## src/rtl/round_control_pkg.sv

```systemverilog
// rtl/round_control_pkg.sv - shared game types and constants for the round sequencer
package round_control_pkg;

   typedef enum logic [1:0] {
      IDLE   = 2'd0,
      WAIT   = 2'd1,
      PLAY   = 2'd2,
      SCORED = 2'd3
   } round_state_t;

   localparam logic [7:0] SERVE_KEY  = 8'h29;
   localparam logic [7:0] BREAK_CODE = 8'hF0;

   localparam logic [1:0] SCR_START = 2'b00;
   localparam logic [1:0] SCR_GAME  = 2'b01;
   localparam logic [1:0] SCR_P1    = 2'b11;
   localparam logic [1:0] SCR_P2    = 2'b10;

   localparam int TEN = 10;

   // A space make code, not the tail of a space break sequence.
   function automatic logic is_serve_key(input logic [15:0] keycode);
      return (keycode[15:8] != BREAK_CODE) && (keycode[7:0] == SERVE_KEY);
   endfunction

endpackage

```

## src/rtl/round_control_frame_countdown.sv

```systemverilog
// rtl/round_control_frame_countdown.sv - loadable frame-tick down counter saturating at zero
module frame_countdown #(
   parameter int DLY_W = 7
) (
   input  logic             i_clk,
   input  logic             i_rst,
   input  logic             i_load,
   input  logic [DLY_W-1:0] i_load_value,
   input  logic             i_tick,
   output logic [DLY_W-1:0] o_count,
   output logic             o_zero
);

   logic [DLY_W-1:0] r_count;

   // A load in the same cycle as a tick takes priority.
   always_ff @(posedge i_clk) begin
      if (i_rst) begin
         r_count <= '0;
      end else if (i_load) begin
         r_count <= i_load_value;
      end else if (i_tick && (r_count != '0)) begin
         r_count <= r_count - 1'b1;
      end
   end

   assign o_count = r_count;
   assign o_zero  = (r_count == '0);

endmodule

```

## src/rtl/round_control.sv

```systemverilog
// rtl/round_control.sv - serve/rally/score/delay sequencer owning both score registers
module round_control
   import round_control_pkg::*;
#(
   parameter int WIN_POINTS         = TEN,
   parameter int SERVE_DELAY_FRAMES = 60,
   parameter int DLY_W              = 7
) (
   input  logic        i_clk,
   input  logic        i_rst,
   input  logic [1:0]  i_screen,
   input  logic [15:0] i_keycode,
   input  logic        i_frame_tick,
   input  logic        i_ball_out_left,
   input  logic        i_ball_out_right,
   output logic [4:0]  o_points_1,
   output logic [4:0]  o_points_2,
   output logic        o_ball_en,
   output logic        o_ball_rst,
   output logic        o_serve_dir,
   output logic        o_delay_active
);

   localparam logic [4:0]       WIN   = 5'(WIN_POINTS);
   localparam logic [DLY_W-1:0] DELAY = DLY_W'(SERVE_DELAY_FRAMES);

   round_state_t r_state, w_state_nxt;
   logic [4:0]   r_points_1, r_points_2, w_points_1_nxt, w_points_2_nxt;
   logic         r_ball_en, w_ball_en_nxt;
   logic         r_ball_rst, w_ball_rst_nxt;
   logic         r_serve_dir, w_serve_dir_nxt;
   logic         w_load;
   logic         w_zero;
   logic [DLY_W-1:0] w_count;

   function automatic logic [4:0] sat_inc(input logic [4:0] v);
      return (v >= WIN) ? WIN : v + 5'd1;
   endfunction

   frame_countdown #(.DLY_W(DLY_W)) u_countdown (
      .i_clk        (i_clk),
      .i_rst        (i_rst),
      .i_load       (w_load),
      .i_load_value (DELAY),
      .i_tick       (i_frame_tick && (r_state == WAIT)),
      .o_count      (w_count),
      .o_zero       (w_zero)
   );

   always_comb begin
      w_state_nxt     = r_state;
      w_points_1_nxt  = r_points_1;
      w_points_2_nxt  = r_points_2;
      w_ball_en_nxt   = r_ball_en;
      w_serve_dir_nxt = r_serve_dir;
      w_ball_rst_nxt  = 1'b0;
      w_load          = 1'b0;

      // Leaving the GAME screen aborts the round from any active state.
      if ((r_state != IDLE) && (i_screen != SCR_GAME)) begin
         w_state_nxt   = IDLE;
         w_ball_en_nxt = 1'b0;
      end else begin
         case (r_state)
            IDLE: begin
               w_ball_en_nxt = 1'b0;
               if (i_screen == SCR_START) begin
                  w_points_1_nxt  = '0;
                  w_points_2_nxt  = '0;
                  w_serve_dir_nxt = 1'b0;
               end else if (i_screen == SCR_GAME) begin
                  w_state_nxt    = WAIT;
                  w_ball_rst_nxt = 1'b1;
                  w_load         = 1'b1;
               end
            end
            WAIT: begin
               w_ball_en_nxt = 1'b0;
               if (w_zero && is_serve_key(i_keycode)) begin
                  w_state_nxt   = PLAY;
                  w_ball_en_nxt = 1'b1;
               end
            end
            PLAY: begin
               w_ball_en_nxt = 1'b1;
               if (i_ball_out_left) begin
                  w_points_2_nxt  = sat_inc(r_points_2);
                  w_serve_dir_nxt = 1'b1;
                  w_ball_en_nxt   = 1'b0;
                  w_state_nxt     = SCORED;
               end else if (i_ball_out_right) begin
                  w_points_1_nxt  = sat_inc(r_points_1);
                  w_serve_dir_nxt = 1'b0;
                  w_ball_en_nxt   = 1'b0;
                  w_state_nxt     = SCORED;
               end
            end
            SCORED: begin
               w_ball_rst_nxt = 1'b1;
               w_ball_en_nxt  = 1'b0;
               if ((r_points_1 >= WIN) || (r_points_2 >= WIN)) begin
                  w_state_nxt = IDLE;
               end else begin
                  w_state_nxt = WAIT;
                  w_load      = 1'b1;
               end
            end
            default: w_state_nxt = IDLE;
         endcase
      end
   end

   always_ff @(posedge i_clk) begin
      if (i_rst) begin
         r_state     <= IDLE;
         r_points_1  <= '0;
         r_points_2  <= '0;
         r_ball_en   <= 1'b0;
         r_ball_rst  <= 1'b0;
         r_serve_dir <= 1'b0;
      end else begin
         r_state     <= w_state_nxt;
         r_points_1  <= w_points_1_nxt;
         r_points_2  <= w_points_2_nxt;
         r_ball_en   <= w_ball_en_nxt;
         r_ball_rst  <= w_ball_rst_nxt;
         r_serve_dir <= w_serve_dir_nxt;
      end
   end

   assign o_points_1     = r_points_1;
   assign o_points_2     = r_points_2;
   assign o_ball_en      = r_ball_en;
   assign o_ball_rst     = r_ball_rst;
   assign o_serve_dir    = r_serve_dir;
   assign o_delay_active = (r_state == WAIT);

   logic w_unused;
   assign w_unused = ^w_count;

endmodule

```

## config.mk

```make
export PLATFORM = sky130hd
export DESIGN_NAME = round_control
export DESIGN_NICKNAME = d
export VERILOG_FILES = /design/src/rtl/round_control_pkg.sv /design/src/rtl/round_control_frame_countdown.sv /design/src/rtl/round_control.sv
export SDC_FILE = /design/constraint.sdc
export NUM_CORES = 1
export LEC_CHECK = 0
export CORE_MARGIN = 2
export CORE_UTILIZATION = 30
export DETAILED_ROUTE_END_ITERATION = 10
export PLACE_DENSITY_LB_ADDON = 0.05
export SLEW_MARGIN = 20
export SYNTH_ARGS = -nofsm -noshare
export SYNTH_HDL_FRONTEND = slang
export SYNTH_HIERARCHICAL = 1
export SYNTH_SLANG_ARGS = --single-unit
```

## constraint.sdc

```tcl
create_clock -name i_clk -period 3.15 [get_ports i_clk]
set_clock_uncertainty 0.1 [all_clocks]
set_input_delay 0.63 -clock i_clk [delete_from_list [all_inputs] [get_ports i_clk]]
set_output_delay 0.63 -clock i_clk [all_outputs]
set_load 0.01 [all_outputs]
```

==> metrics.csv, run 1 <==
stage,metric,value,unit
placement,IO Port Bufs,36,
cells_and_area,share of cells above drive strength 1,0.107,
routing,1st-iter DRT viols,38,
global_routing,antenna violations before repair,0,
timing,final hold slack,0.430,ns
synth,largest family of logic cells by synthesized area,simple AND/OR/NAND/NOR gates,
timing,period utilization,0.729,
synth,sequential share of the synthesized area,0.301,
clock_network,Worst-path clk slew,0.09,ns
clock_network,CTS H-tree lvls,1,
synth,post-synthesis simple-gate area fraction,0.285,
clock_network,number of setup buffers added after CTS,0,
placement,HPWL after DPL,2.62,mm
timing,crit path time final,2.30,ns
placement,dpl cell area,1920,µm²
floorplan,I/O pin total,37,
synth,synth warn,6,
synth,cell count after synthesis,163,
pwr,leakage,0.702,nW
clock_network,clock latency on the worst-skew pair,0.27,ns
synth,"Distinct cells, synth",59,
routing,ANT nets after route,0,
setup_path,type of the worst setup path,register to primary output,
cells_and_area,ant diodes,0,
routing,WL final,3.40,mm
clock_network,Root Driver,clkbuf_8,
cells_and_area,design area,1990,µm²
pwr,Pwr Density,546,nW/µm²
clock_network,hold_buf cts,0,
routing,DR vias,1316,
clock_network,CTS tree,built,
timing,RSZ-0062 raised after global routing,no,
setup_path,Critical Path Max Stage Delay,0.58,ns
timing,final slew viol count,0,
global_routing,GR Overflow Total,0,
synth,post-synthesis compound-gate area fraction,0.263,
setup_path,crit path max fanout,5,
routing,first-pass detailed-route iteration total,4,
cells_and_area,area delta synth->final,35.9,%
cells_and_area,fin nets,239,
status,status,"finished, final reports clean",
timing,worst-margin pin slew,0.573,ns
routing,Via density,4.82,
global_routing,largest net degree at the start of global routing,21,
clock_network,clock buffer depth,2,
setup_path,critical path endpoint category,primary output,
synth,number of synthesized register bits,22,
hold_path,worst hold path class,register to register,
floorplan,Initial Utilization,0.310,
run,count of maximum capacitance violations,0,
global_routing,first-pass GRT wire length,5.73,mm
floorplan,Die H,73.9,µm
floorplan,DIE AREA,5450,µm²
setup_path,crit-path cells,"inv_1, ha_1, clkdlybuf4s50_1",
setup_path,critical path's slowest cell,clkdlybuf4s50_1,
floorplan,Chip Width,73.9,µm
clock_network,Resize count post-CTS,0,
routing,drt drc,0,
pwr,maximum vdd drop,0.267,mV
synth,Synth Cell Area,1460,µm²
global_routing,vias in the first global route,1205,
cells_and_area,"Core Util, Final",0.421,
synth,"Primary FF master, synth",dfxtp_1,
timing,Sum Neg Setup Slack,0,ns
timing,Slew headroom,0.618,
timing,maximum clock frequency,0.436,GHz
synth,Post-synth EDFFs,0,
setup_path,Startpoint Class,register,
timing,final setup fails,0,
setup_path,CP arrival,1.57,ns
setup_path,R2R depth,10,
routing,wire per inst,12.5,µm
synth,post-synthesis mux area share,0.0137,
floorplan,Core ar.,4720,µm²
placement,routability cong.,0.742,
global_routing,total track usage,0.136,
clock_network,CTS Buf Count,3,
clock_network,Clock Sinks,22,
floorplan,Core Rows,25,
timing,"Hold Vio Cnt, Final",0,
setup_path,critical path data required time,2.42,ns
synth,adder-cell share of the synthesized area,0.0769,
synth,ys async rst share,0,
hold_path,WHS Path Cells,2,
synth,xor/xnor share of the synthesized area,0.00598,
synth,Syn Area/Cell,8.98,µm²
[final timing paths]
path / start / end / slack, ns
setup / recovery: r_state[1]$_SDFFE_PP0P_ / o_delay_active / 0.85
hold reg to reg: o_points_2[0]$_SDFFE_PP0P_ / o_points_2[0]$_SDFFE_PP0P_ / 0.43
setup reg to reg: o_points_2[0]$_SDFFE_PP0P_ / u_countdown/o_count[2]$_SDFFE_PP0P_ / 0.91
hold / removal: o_points_2[0]$_SDFFE_PP0P_ / o_points_2[0]$_SDFFE_PP0P_ / 0.43
[layer usage]
| layer | vias up | wire length [µm] | GRT usage |
|---|---|---|---|
| met5 | - | 0 | 0 |
| met4 | 0 | 46 | 0.0485 |
| met3 | 4 | 149 | 0.0329 |
| met2 | 30 | 1550 | 0.220 |
| met1 | 595 | 1650 | 0.175 |
| li1 | 687 | - | - |
[synth_stat cells, types with 2 or more instances]
| cell | instances | share of area |
|---|---|---|
| ha_1 | 9 | 0.077 |
| nand2b_1 | 9 | 0.038 |
| a21oi_2 | 2 | 0.012 |
| conb_1 | 2 | 0.0051 |
| and2_1 | 2 | 0.0085 |
| inv_1 | 12 | 0.031 |
| a21o_1 | 2 | 0.010 |
| nor3_1 | 4 | 0.014 |
| o31a_1 | 2 | 0.012 |
| a31oi_1 | 2 | 0.0085 |
| a311oi_1 | 2 | 0.012 |
| nor4_1 | 2 | 0.0085 |
| a211oi_1 | 2 | 0.010 |
| nand2_1 | 4 | 0.010 |
| nor3b_1 | 4 | 0.021 |
| a31o_2 | 2 | 0.012 |
| nor2_1 | 9 | 0.023 |
| nor2b_1 | 5 | 0.021 |
| mux2i_1 | 2 | 0.014 |
| nand4_1 | 3 | 0.013 |
| a21oi_1 | 14 | 0.048 |
| nand4bb_1 | 2 | 0.015 |
| or4_1 | 3 | 0.015 |
| nand3_1 | 3 | 0.010 |
| o21a_1 | 2 | 0.010 |
| dfxtp_1 | 22 | 0.30 |
| o31ai_1 | 3 | 0.015 |
| o21ai_0 | 2 | 0.0068 |
[layout make-up]
class	instances	area, µm²
Sequential cell	22	440
Timing Repair Buffer	38	375
Fill cell	443	2730
Clock inverter	1	30.0
Clock buffer	3	41.3
Tap cell	67	83.8
Inverter	13	48.8
Multi-Input combinational cell	129	970
[power by group]
part / internal (W) / leakage (nW) / total [W] / switching (W)
Sequential: 0.000321 / 0.179 / 0.000366 / 0.0000451
Combinational: 0.000220 / 0.488 / 0.000448 / 0.000227
Clock: 0.000170 / 0.0357 / 0.000273 / 0.000103
Total: 0.000711 / 0.702 / 0.00109 / 0.000375
[worst max-delay path: cells and delay by family (launching register included)]
family	cells	cell delay, ns
buf+inv	2	0.67
flops	1	0.36
fa+ha+maj	1	0.27
[flip-flops by register name, indices dropped and copies added (netlist names)]
signal,flops
o_ball_rst,1
r_state,2
u_countdown/o_count,7
o_ball_en,1
o_points_2,5
o_serve_dir,1
o_points_1,5
[cell families after synthesis]
kind of cell	Yosys count
muxes	2
buffers and inverters	17
adders and majority gates	9
DFF	22
and+or+nand+nor	61
other	2
xor gates and xnor gates	1
AOI/OAI and AO/OA	49
[through the flow]
step                worst slack (ns)  power (W)  std cells
floorplan                      0.969   0.000697        168
global placement               0.708   0.000816        269
detailed placement             0.639   0.000817        269
CTS                            0.836    0.00110        273
global route                   0.735    0.00117        273
finish                         0.855    0.00109        273
[placed cells by master (no fill, tap or decap), drive strengths merged, types with 4 or more instances in the layout]
cell / netlist / routed
a21oi: 16 / 16
conb: 2 / 7
ha: 9 / 9
nor3: 4 / 4
or4: 4 / 4
nor2b: 5 / 5
dfxtp: 22 / 22
nand2: 4 / 4
clkdlybuf4s50: 0 / 36
nand2b: 9 / 9
inv: 13 / 13
nor2: 9 / 9
nor3b: 5 / 5
Power figures use the tool's default switching activity.
==> inputs of run 2 (changes only) <==
Clock period 3.15 ns to 2.31 ns, I/O delays scaled along.
==> run 2 against run 1 <==
Against the previous run: count of clock-buffer cells in the layout unchanged; cell area increased by 3.1%; combinational power increased by 49%; sequential cell count unchanged; first-iteration DRC count increased by 13%; sequential power increased by 36%; register-to-register slack got worse by 0.72 ns; critical path type is now register to register.
==> metrics.csv, run 2 (synthesized netlist as in run 1, its figures left out) <==
stage,metric,value,unit
placement,HPWL after DPL,2.81,mm
timing,final slew viol count,0,
routing,WL final,3.55,mm
timing,Sum Neg Setup Slack,0,ns
run,count of maximum capacitance violations,0,
global_routing,largest net degree at the start of global routing,14,
setup_path,crit path max fanout,5,
routing,first-pass detailed-route iteration total,4,
routing,1st-iter DRT viols,43,
cells_and_area,ant diodes,0,
floorplan,Initial Utilization,0.310,
setup_path,Critical R2R Capture,u_countdown/o_count[5]$_SDFFE_PP0P_,
setup_path,crit-path leading delay family,simple AND/OR/NAND/NOR gates,
clock_network,CTS tree,built,
clock_network,CTS H-tree lvls,1,
pwr,leakage,0.740,nW
status,status,"finished, final reports clean",
clock_network,CTS Buf Count,3,
global_routing,vias in the first global route,1396,
setup_path,worst r2r src,r_state[1]$_SDFFE_PP0P_,
cells_and_area,# fillers,452,
cells_and_area,design area,2050,µm²
setup_path,type of the worst setup path,register to register,
placement,Place WS,0.0427,ns
routing,ANT nets after route,0,
floorplan,Die H,73.9,µm
timing,slack of the critical path,0.192,ns
cells_and_area,area of the multi-input gates,970,µm²
setup_path,R2R depth,7,
cells_and_area,most frequent cells in the layout,"36 x clkdlybuf4s50_1, 21 x dfxtp_1, 14 x a21oi_1",
global_routing,total track usage,0.144,
hold_path,HP Start,o_points_1[0]$_SDFFE_PP0P_,
cells_and_area,"most common cell after layout, fill and taps aside",clkdlybuf4s50_1,
setup_path,crit-path cells,"inv_1, ha_1, and2_1, or3b_2, nor4_1, nand2b_1, a311oi_1",
cells_and_area,fin nets,247,
setup_path,Critical Path Max Stage Delay,0.50,ns
global_routing,GR Overflow Total,0,
clock_network,Root Driver,clkbuf_8,
setup_path,CP arrival,2.19,ns
global_routing,antenna violations before repair,0,
hold_path,hold endpoint,o_points_1[0]$_SDFFE_PP0P_,
pwr,maximum vdd drop,0.344,mV
clock_network,hold_buf cts,0,
floorplan,Chip Width,73.9,µm
clock_network,clock buffer depth,2,
placement,dpl cell area,1980,µm²
pwr,Pwr Density,746,nW/µm²
pwr,Pwr Total,0.00153,W
timing,crit path time final,2.12,ns
setup_path,Stages on worst setup path,7,
hold_path,worst hold path class,register to register,
cells_and_area,Reg area,442,µm²
floorplan,Core ar.,4720,µm²
placement,IO Port Bufs,36,
timing,period utilization,0.917,
floorplan,I/O pin total,37,
hold_path,WHS Path Cells,2,
cells_and_area,max reg flops,7,
routing,DR vias,1385,
setup_path,critical path data required time,2.38,ns
routing,Via density,4.93,
timing,RSZ-0062 raised after global routing,no,
setup_path,Crit path buffers/inverters,1,
cells_and_area,area delta synth->final,40.1,%
setup_path,critical path endpoint category,register,
setup_path,Startpoint Class,register,
timing,"Hold Vio Cnt, Final",0,
cells_and_area,"Core Util, Final",0.434,
global_routing,first-pass GRT wire length,6.22,mm
timing,maximum clock frequency,0.472,GHz
setup_path,R2R Setup Slk,0.19,ns
routing,wire per inst,12.6,µm
floorplan,DIE AREA,5450,µm²
clock_network,Worst-path clk slew,0.09,ns
clock_network,clock latency on the worst-skew pair,0.26,ns
routing,drt drc,0,
clock_network,Clock Sinks,22,
placement,routability cong.,0.820,
floorplan,Core Rows,25,
setup_path,critical path's slowest cell,or3b_2,
cells_and_area,share of cells above drive strength 1,0.145,
timing,final setup fails,0,
## run 2: timing repair
action	4_1_cts	5_1_grt
resized for setup	0	1
buffers inserted	0	0
endpoints found under the setup margin	0	2
## run 2: metrics by stage
stage | hold WS (ns) | std cells
detailed placement | 0.403 | 277
floorplan | 0.382 | 168
global route | 0.450 | 281
CTS | 0.414 | 281
global placement | 0.396 | 277
finish | 0.408 | 281
## run 2: worst register-to-register path: stages (launching register included)
cell and delay [ns]:
dfxtp_1 0.36, inv_1 0.10, ha_1 0.26, and2_1 0.19, or3b_2 0.50, nor4_1 0.19
nand2b_1 0.08, a311oi_1 0.25
## run 2: layer usage
metal,global-route usage,vias to the layer above,routed length (µm)
li1,-,707,-
met1,0.179,637,1660
met2,0.250,37,1700
met3,0.0247,4,147
met4,0.0485,0,40
met5,0,-,0
## run 2: how the worst max path moves through the flow
stage	startpoint	end	slack [ns]
3_5_place_dp	i_screen[0]	u_countdown/o_count[2]$_SDFFE_PP0P_	0.04
5_1_grt	r_state[1]$_SDFFE_PP0P_	u_countdown/o_count[5]$_SDFFE_PP0P_	0.02
2_1_floorplan	o_points_2[0]$_SDFFE_PP0P_	u_countdown/o_count[5]$_SDFFE_PP0P_	0.13
4_1_cts	o_points_1[0]$_SDFFE_PP0P_	u_countdown/o_count[2]$_SDFFE_PP0P_	0.16
3_3_place_gp	i_frame_tick	u_countdown/o_count[5]$_SDFFE_PP0P_	0.09
6_report	r_state[1]$_SDFFE_PP0P_	u_countdown/o_count[5]$_SDFFE_PP0P_	0.19
## run 2: report_power, final
part	internal, W	total [W]	switching (W)
clock	0.000231	0.000365	0.000133
sequential	0.000437	0.000499	0.0000612
combinational	0.000339	0.000667	0.000328
## run 2: area by class of cell
class                   count  share of cell area
well taps                  67              0.0409
multi-input cells         129               0.473
flip-flops and latches     22               0.215
inverters                  13              0.0238
clock inverters             1              0.0146
repair buffers             46               0.212
clock buffers               3              0.0201
